--- config.mk ---
export PLATFORM = sky130hd
export DESIGN_NAME = branch_redirect_ctrl
export DESIGN_NICKNAME = d
export VERILOG_FILES = /design/src/rtl/branch_redirect_ctrl.sv
export SDC_FILE = /design/constraint.sdc
export NUM_CORES = 1
export LEC_CHECK = 0
export ABC_AREA = 1
export CORE_MARGIN = 2
export CORE_UTILIZATION = 47
export DETAILED_ROUTE_END_ITERATION = 10
export PLACE_DENSITY = 0.76
export REMOVE_ABC_BUFFERS = 1
export SLEW_MARGIN = 20
export SYNTH_ARGS = -nofsm -noshare
export SYNTH_HDL_FRONTEND = slang
export SYNTH_SLANG_ARGS = --single-unit
--- constraint.sdc ---
create_clock -name clk -period 2 [get_ports clk]
set_input_delay 0.4 -clock clk [delete_from_list [all_inputs] [get_ports clk]]
set_output_delay 0.4 -clock clk [all_outputs]
set_load 0.02 [all_outputs]
--- src/rtl/branch_redirect_ctrl.sv ---
// Branch redirect sequencer: computes the taken target in EX, issues a registered PC redirect to IF,
// flushes IF/ID and ID/EX and holds EX until IF accepts. Define BRANCH_PERF_EN to add perf counters.
module branch_redirect_ctrl #(
    parameter int XLEN   = 32,
    parameter int PERF_W = 32
) (
    input  logic            clk,
    input  logic            rst,
    input  logic            ex_valid,
    input  logic            ex_stall,
    input  logic            ex_is_branch,
    input  logic [3:0]      ex_branch_type,
    input  logic [XLEN-1:0] ex_pc,
    input  logic [XLEN-1:0] ex_imm,
    input  logic [XLEN-1:0] ex_rs1,
    input  logic            fetch_ready,
    output logic            redirect_valid,
    output logic [XLEN-1:0] redirect_pc,
    output logic            flush_if_id,
    output logic            flush_id_ex,
    output logic            ex_hold,
    output logic            misalign_exc,
    output logic [XLEN-1:0] misalign_addr
`ifdef BRANCH_PERF_EN
    ,
    output logic [PERF_W-1:0] perf_branches,
    output logic [PERF_W-1:0] perf_redirects
`endif
);

    // state    | meaning
    // IDLE     | watching EX for a taken control transfer
    // REDIRECT | redirect presented to IF, front end flushed, EX held until fetch_ready
    localparam logic [0:0] ST_IDLE     = 1'b0;
    localparam logic [0:0] ST_REDIRECT = 1'b1;

    logic [0:0]      state;
    logic            br_jal;
    logic            br_jalr;
    logic            br_btype;
    logic            taken;
    logic            aligned;
    logic [XLEN-1:0] target;
    logic            unused_auipc;

    assign br_jal   = ex_branch_type[2];
    assign br_jalr  = ex_branch_type[1];
    assign br_btype = ex_branch_type[0];

    // auipc shares the resolver vector but never changes control flow
    assign unused_auipc = ex_branch_type[3];

    assign taken = ex_valid & ~ex_stall & (br_jal | br_jalr | br_btype);

    always_comb begin
        target = ex_pc + ex_imm;
        if (br_jalr) begin
            target = (ex_rs1 + ex_imm) & {{(XLEN-1){1'b1}}, 1'b0};
        end
    end

    assign aligned = (target[1:0] == 2'b00);

    always_ff @(posedge clk) begin
        if (rst) begin
            state         <= ST_IDLE;
            redirect_pc   <= '0;
            misalign_exc  <= 1'b0;
            misalign_addr <= '0;
        end else begin
            misalign_exc <= 1'b0;
            case (state)
                ST_IDLE: begin
                    if (taken) begin
                        if (aligned) begin
                            state       <= ST_REDIRECT;
                            redirect_pc <= target;
                        end else begin
                            misalign_exc  <= 1'b1;
                            misalign_addr <= target;
                        end
                    end
                end
                ST_REDIRECT: begin
                    // EX content is wrong-path here, so only the IF handshake matters
                    if (fetch_ready) begin
                        state <= ST_IDLE;
                    end
                end
                default: state <= ST_IDLE;
            endcase
        end
    end

    // All four control outputs are the state flop itself, hence registered and glitch-free
    assign redirect_valid = (state == ST_REDIRECT);
    assign flush_if_id    = (state == ST_REDIRECT);
    assign flush_id_ex    = (state == ST_REDIRECT);
    assign ex_hold        = (state == ST_REDIRECT);

`ifdef BRANCH_PERF_EN
    always_ff @(posedge clk) begin
        if (rst) begin
            perf_branches  <= '0;
            perf_redirects <= '0;
        end else if (state == ST_IDLE) begin
            if (ex_valid & ~ex_stall & ex_is_branch) begin
                perf_branches <= perf_branches + 1'b1;
            end
            if (taken & aligned) begin
                perf_redirects <= perf_redirects + 1'b1;
            end
        end
    end
`else
    logic [PERF_W-1:0] unused_perf;
    assign unused_perf = {PERF_W{ex_is_branch}};
`endif

endmodule

==> reports/metrics.csv, run 1 <==
stage,metric,value,unit
outcome,status,finished clean,
timing,tightest_slew,0.459,ns
die,start_util,0.476,
placed_design,placed_cells,1905,
die,core,15800,um^2
grt,grt_usage,0.340,
logic_synthesis,ys_ff_latch,66,
setup_path,path_common_cell,nand2_1,
detailed_routing,drcViolationCount,0,
detailed_routing,firstDrtPassIters,5,
logic_synthesis,synthFlopType,dfxtp_1,
logic_synthesis,ys_async_sr_fraction,0,
die,die-area,17000,um^2
timing,finalHoldViolations,0,
worst_hold_path,min_path_type,flop to flop,
timing,slew_headroom,0.691,
power,leakage,0.00676,uW
final_layout,drive_gt1_frac,0.274,
setup_path,end_kind,flop,
logic_synthesis,avgSynthCellArea,5.25,um^2
logic_synthesis,yosysTopAreaCellShare,0.254,
setup_path,cp.arrival,2.21,ns
logic_synthesis,synth_cell_types,28,
clock_network,clock-sinks,66,
timing,setup_viol,0,
timing,rsz0062_at_grt,true,
logic_synthesis,synth_area,7500,um^2
logic_synthesis,synth_area_leader_cell,nand2_1,
detailed_routing,wirelength,30800,um
clock_network,cts_tree,yes,
clock_network,clk_latency,0.33,ns
final_layout,area_delta_synth_final,66.1,%
setup_path,path_max_fanout,5,
power,irDropWorstVdd,0.429,mV
logic_synthesis,synthCells,1429,
logic_synthesis,synth_warnings,0,
placed_design,dpl.hpwl,22100,um
logic_synthesis,synth_common_cells,"nand2_1, inv_1, nor2_1, nand3_1, dfxtp_1",
final_layout,instances_no_fill,1941,
setup_path,r2r_slack,0.36,ns
die,rows,46,
placed_design,gp_congestion,0.982,
setup_path,path_class,primary input to flop,
power,power_density,502,nW/um^2
timing,final.period_utilization,0.993,
logic_synthesis,yosysSeqAreaShare,0.176,
timing,clock.fmax,503,MHz
setup_path,critPathTopFamily,simple AND/OR/NAND/NOR gates,
detailed_routing,vias,10034,
die,pin_count,175,
detailed_routing,drtAntennaViolNets,0,
setup_path,cpPeakStageDelay,0.45,ns
setup_path,cp.required,2.23,ns
setup_path,crit_path_start_kind,primary input,
clock_network,cts_max_level,3,
logic_synthesis,synth_edf_count,0,
clock_network,clk_path_buf_depth,2,
die,die-width,130,um
final_layout,fin_nets,1890,
clock_network,ctsHoldBuffers,0,
setup_path,cp.buffers_inverters,2,
run,drv_cap,0,
grt,antenna_found_initial,0,
detailed_routing,drt_iter0_drc,758,
clock_network,clk_pin_slew,0.06,ns
logic_synthesis,yosysMostFrequentCell,nand2_1,
timing,fin_skew,0.00860,ns
detailed_routing,wl_per_cell,15.8,um
setup_path,slowest_stage,clkdlybuf4s50_1,
placed_design,port_buffers,172,
grt,gr-total-overflow,0,
grt,grt_pass1_vias,9160,
clock_network,cts_buffers,9,
die,dieHeight,130,um
grt,grt_first_pass_wirelength,45200,um
clock_network,cts-root-buf,clkbuf_16,
logic_synthesis,synthTopCellsByArea,"nand2_1, dfxtp_1, inv_1",
setup_path,crit_chain,"clkdlybuf4s50_1, ha_4, nand2_2, nor2_2, nand2_1, nor2_1, nand2_1, nand2_1, nand2_1, nand3_2, nand3_1, nand2_1, inv_1",
power,total_power,6260,uW
detailed_routing,vias_per_cell,5.17,
timing,timing.final.crit_period,1.99,ns
final_layout,antenna_cells,0,
grt,grt_max_degree,64,
timing,finalMaxSlewViolations,0,
==> cell type report <==
type,instances,area [um^2]
clock buffer,9,225
tap,216,270
fill,1227,3310
timing repair buffer,309,2810
inverter,289,1090
multi-input combinational,1046,6710
sequential,66,1320
clock inverter,6,35.0
==> kinds of logic after synthesis <==
group,Yosys count,share of synthesized area
fa+ha+maj,63,0.107
simple gates,866,0.467
xor+xnor,13,0.0152
compound gates,104,0.0715
buf+inv,317,0.163
flops,66,0.176
==> path summary, 6_finish.rpt <==
check                                    start  depth (start not counted)                 to
worst max-delay path                 ex_pc[27]                         13  misalign_addr[31]
worst min-delay path            redirect_pc[1]                          2     redirect_pc[1]
worst max register to register         ex_hold                          8    redirect_pc[22]
worst min register to register  redirect_pc[1]                          2     redirect_pc[1]
==> placed cells by master, fill, tap and decap left out, drive strengths merged, types with 33 or more instances in the layout <==
master / n
a21oi: 54
buf: 139
clkdlybuf4s50: 85
dfxtp: 66
dlygate4sd2: 33
ha: 61
inv: 288
nand2: 507
nand3: 116
nor2: 208
o21ai: 43
==> worst min-delay path, delay by kind of cell (launching register included) <==
| kind | cells | cell delay, ns |
|---|---|---|
| simple gates | 2 | 0.10 |
| flops | 1 | 0.31 |
==> layer usage <==
| layer | global-route usage | wire [um] | vias to the layer above |
|---|---|---|---|
| met5 | 0 | 0 | - |
| met4 | 0.107 | 873 | 0 |
| met3 | 0.0414 | 2090 | 61 |
| met2 | 0.565 | 14600 | 395 |
| met1 | 0.461 | 13200 | 4658 |
| li1 | - | - | 4920 |
==> stage by stage <==
step / hold slack (ns) / worst slack [ns] / util / setup TNS [ns] / area (um^2)
final: 0.448 / 0.0131 / 0.790 / 0 / 12500
after global routing: 0.460 / -0.0679 / 0.790 / -0.448 / 12500
after CTS: 0.450 / -0.00449 / 0.745 / -0.00625 / 11700
after detailed placement: 0.442 / -0.695 / 0.652 / -41.29 / 10300
after global placement: 0.436 / -0.682 / 0.652 / -40.30 / 10300
after floorplan: 0.469 / -0.318 / - / -18.96 / 7360
==> state kept, by name (all words and copies together) (netlist names) <==
signal         cells
ex_hold            1
misalign_addr     32
redirect_pc       32
misalign_exc       1
==> power by group <==
| group | switching, uW | internal (uW) | total [uW] |
|---|---|---|---|
| Sequential | 60.5 | 1410 | 1470 |
| Combinational | 1930 | 1480 | 3400 |
| Clock | 563 | 820 | 1380 |
==> repair_timing <==
action | CTS | global route
gates cloned | 3 | 1
pin swaps | 42 | 82
endpoints found under the setup margin | 66 | 58
gates resized for setup | 249 | 260
hold endpoints to repair | 0 | 0
setup buffers | 10 | 11
Power figures use the tool's default switching activity.
==> run 2: changes to the inputs <==
- PLACE_DENSITY: 0.76 -> 0.79
==> run 2 against run 1 <==
The run now ends with negative setup slack left; first-iteration DRC count up 37%; sequential power about the same; clock skew down 0.0016 ns; worst hold slack better by 0.0080 ns; fmax down 4.8%; cell count up 2.1%; cell area up 5.6%; clock power up 29%; wire length up 16%; setup slack worse by 0.10 ns; core utilization up 4.4 points; largest power group unchanged; highest routed layer unchanged.
==> reports/metrics.csv, run 2 (synthesis results as in run 1) <==
stage,metric,value,unit,change
clock_network,clock-sinks,66,,unchanged
timing,clock.fmax,479,MHz,-4.8%
placed_design,port_buffers,172,,unchanged
clock_network,clk_pin_slew,0.06,ns,about the same
die,die-width,130,um,unchanged
clock_network,cts-root-buf,clkbuf_16,,
setup_path,path_class,primary input to flop,,
final_layout,n_fill_cell,990,,-19%
setup_path,end_kind,flop,,
detailed_routing,vias_per_cell,5.47,,+5.9%
grt,gr-total-overflow,0,,unchanged
outcome,violations,negative setup slack,,
clock_network,cts_buffers,9,,unchanged
detailed_routing,vias,10847,,+8.1%
grt,grt_usage,0.370,,+0.0299
die,pin_count,175,,unchanged
detailed_routing,firstDrtPassIters,6,,+1
final_layout,fin_nets,1926,,+1.9%
detailed_routing,drcViolationCount,0,,unchanged
grt,antenna_found_initial,4,,+4
timing,fin_skew,0.00698,ns,-0.00162 ns
timing,tightest_slew,0.374,ns,-0.0852 ns
die,rows,46,,unchanged
detailed_routing,drtAntennaViolNets,0,,unchanged
clock_network,cts_tree,yes,,
grt,grt_first_pass_wirelength,48700,um,+7.8%
placed_design,gp_congestion,1.02,,+3.5%
setup_path,crit_path_start_kind,primary input,,
timing,rsz0062_at_grt,true,,
clock_network,cts_max_level,3,,unchanged
timing,final.period_utilization,1.04,,+0.0500
die,core,15800,um^2,unchanged
detailed_routing,drt_iter0_drc,1038,,+37%
final_layout,drive_gt1_frac,0.312,,+0.0385
clock_network,clk_path_buf_depth,2,,unchanged
power,leakage,0.00712,uW,+5.3%
outcome,status,finished with violations,,
worst_hold_path,min_path_type,flop to flop,,
power,irDropWorstVdd,0.509,mV,+19%
timing,slew_headroom,0.748,,+0.0574
detailed_routing,wl_per_cell,17.9,um,+13%
timing,timing.final.crit_period,2.09,ns,+0.100 ns
timing,finalMaxSlewViolations,0,,unchanged
setup_path,cp.arrival,2.33,ns,+0.12 ns
placed_design,place_area,10500,um^2,+1.8%
power,power_density,530,nW/um^2,+5.5%
setup_path,path_max_fanout,4,,-1
run,drv_cap,0,,unchanged
final_layout,largest_registers,"misalign_addr: 32 flops, redirect_pc: 32 flops",,
grt,grt_max_degree,50,,-22%
grt,grt_pass1_vias,9774,,+6.7%
final_layout,stdcell_area,13200,um^2,+5.6%
final_layout,multi_input_area,6900,um^2,+2.8%
final_layout,area_delta_synth_final,75.4,%,
timing,finalWorstSetupSlack,-0.0870,ns,-0.100 ns
final_layout,final_common_cell,nand2_1,,
die,dieHeight,130,um,unchanged
setup_path,cp.required,2.24,ns,about the same
clock_network,ctsHoldBuffers,0,,unchanged
detailed_routing,wirelength,35500,um,+16%
timing,finalHoldViolations,0,,unchanged
die,die-area,17000,um^2,unchanged
timing,setup_viol,13,,+13
final_layout,regArea,1320,um^2,unchanged
die,start_util,0.476,,unchanged
timing,whs,0.456,ns,+0.00801 ns
clock_network,clk_latency,0.35,ns,+0.02 ns
placed_design,dpl.hpwl,22800,um,+3.2%
final_layout,final_cell_mix,"nand2_1, inv_1, buf_4, nor2_1, clkdlybuf4s50_1",,
## run 2: through the flow
step	setup slack, ns	instances	utilization	power, uW	TNS [ns]
4_1_cts	-0.0295	1965	0.761	6300	-0.104
6_report	-0.0870	1982	0.834	6970	-0.385
3_5_place_dp	-0.726	1929	0.664	4160	-42.08
2_1_floorplan	-0.318	1401	-	2890	-18.96
5_1_grt	-0.181	1982	0.834	7250	-2.44
3_3_place_gp	-0.698	1929	0.664	4120	-40.35
## run 2: final timing paths
path | slack (ns) | startpoint | depth (start not counted) | to
max | -0.09 | ex_pc[9] | 14 | redirect_pc[18]
min | 0.46 | redirect_pc[0] | 2 | redirect_pc[0]
max reg2reg | 0.29 | ex_hold | 9 | misalign_addr[20]
min reg2reg | 0.46 | redirect_pc[0] | 2 | redirect_pc[0]
## run 2: worst max-delay path, stage by stage
cell	delay, ns
dlygate4sd2_1	0.28
ha_4	0.32
nand2_1	0.07
nand2_2	0.10
inv_1	0.07
nand2_2	0.10
nand3b_1	0.27
nand3_2	0.16
nand2_1	0.09
nand2_1	0.05
nand3_1	0.14
nand3_1	0.13
nand2_1	0.11
inv_1	0.05
## run 2: cell type report
| type | count | share of cell area |
|---|---|---|
| Clock inverter | 6 | 0.00685 |
| Antenna cell | 4 | 0.000761 |
| Tap cell | 216 | 0.0205 |
| Timing Repair Buffer | 345 | 0.246 |
| Multi-Input combinational cell | 1046 | 0.524 |
| Inverter | 289 | 0.0832 |
| Clock buffer | 10 | 0.0182 |
| Sequential cell | 66 | 0.100 |
## run 2: repair_timing
item,4_1_cts,5_1_grt
buffers inserted,15,11
hold endpoints to repair,0,0
gates cloned,5,2
pin swaps,47,104
resized for setup,243,332
endpoints found under the setup margin,66,62
## run 2: power by group
group	switching [uW]	total, uW	internal, uW
Combinational	2090	3710	1610
Clock	656	1780	1130
Sequential	73.4	1480	1410
## run 2: metal layers
layer / vias to the layer above / global-route usage / wire, um
met5: - / 0 / 0
met3: 212 / 0.0701 / 3420
met4: 0 / 0.207 / 2280
li1: 4994 / - / -
met1: 4950 / 0.468 / 13300
met2: 691 / 0.595 / 16600
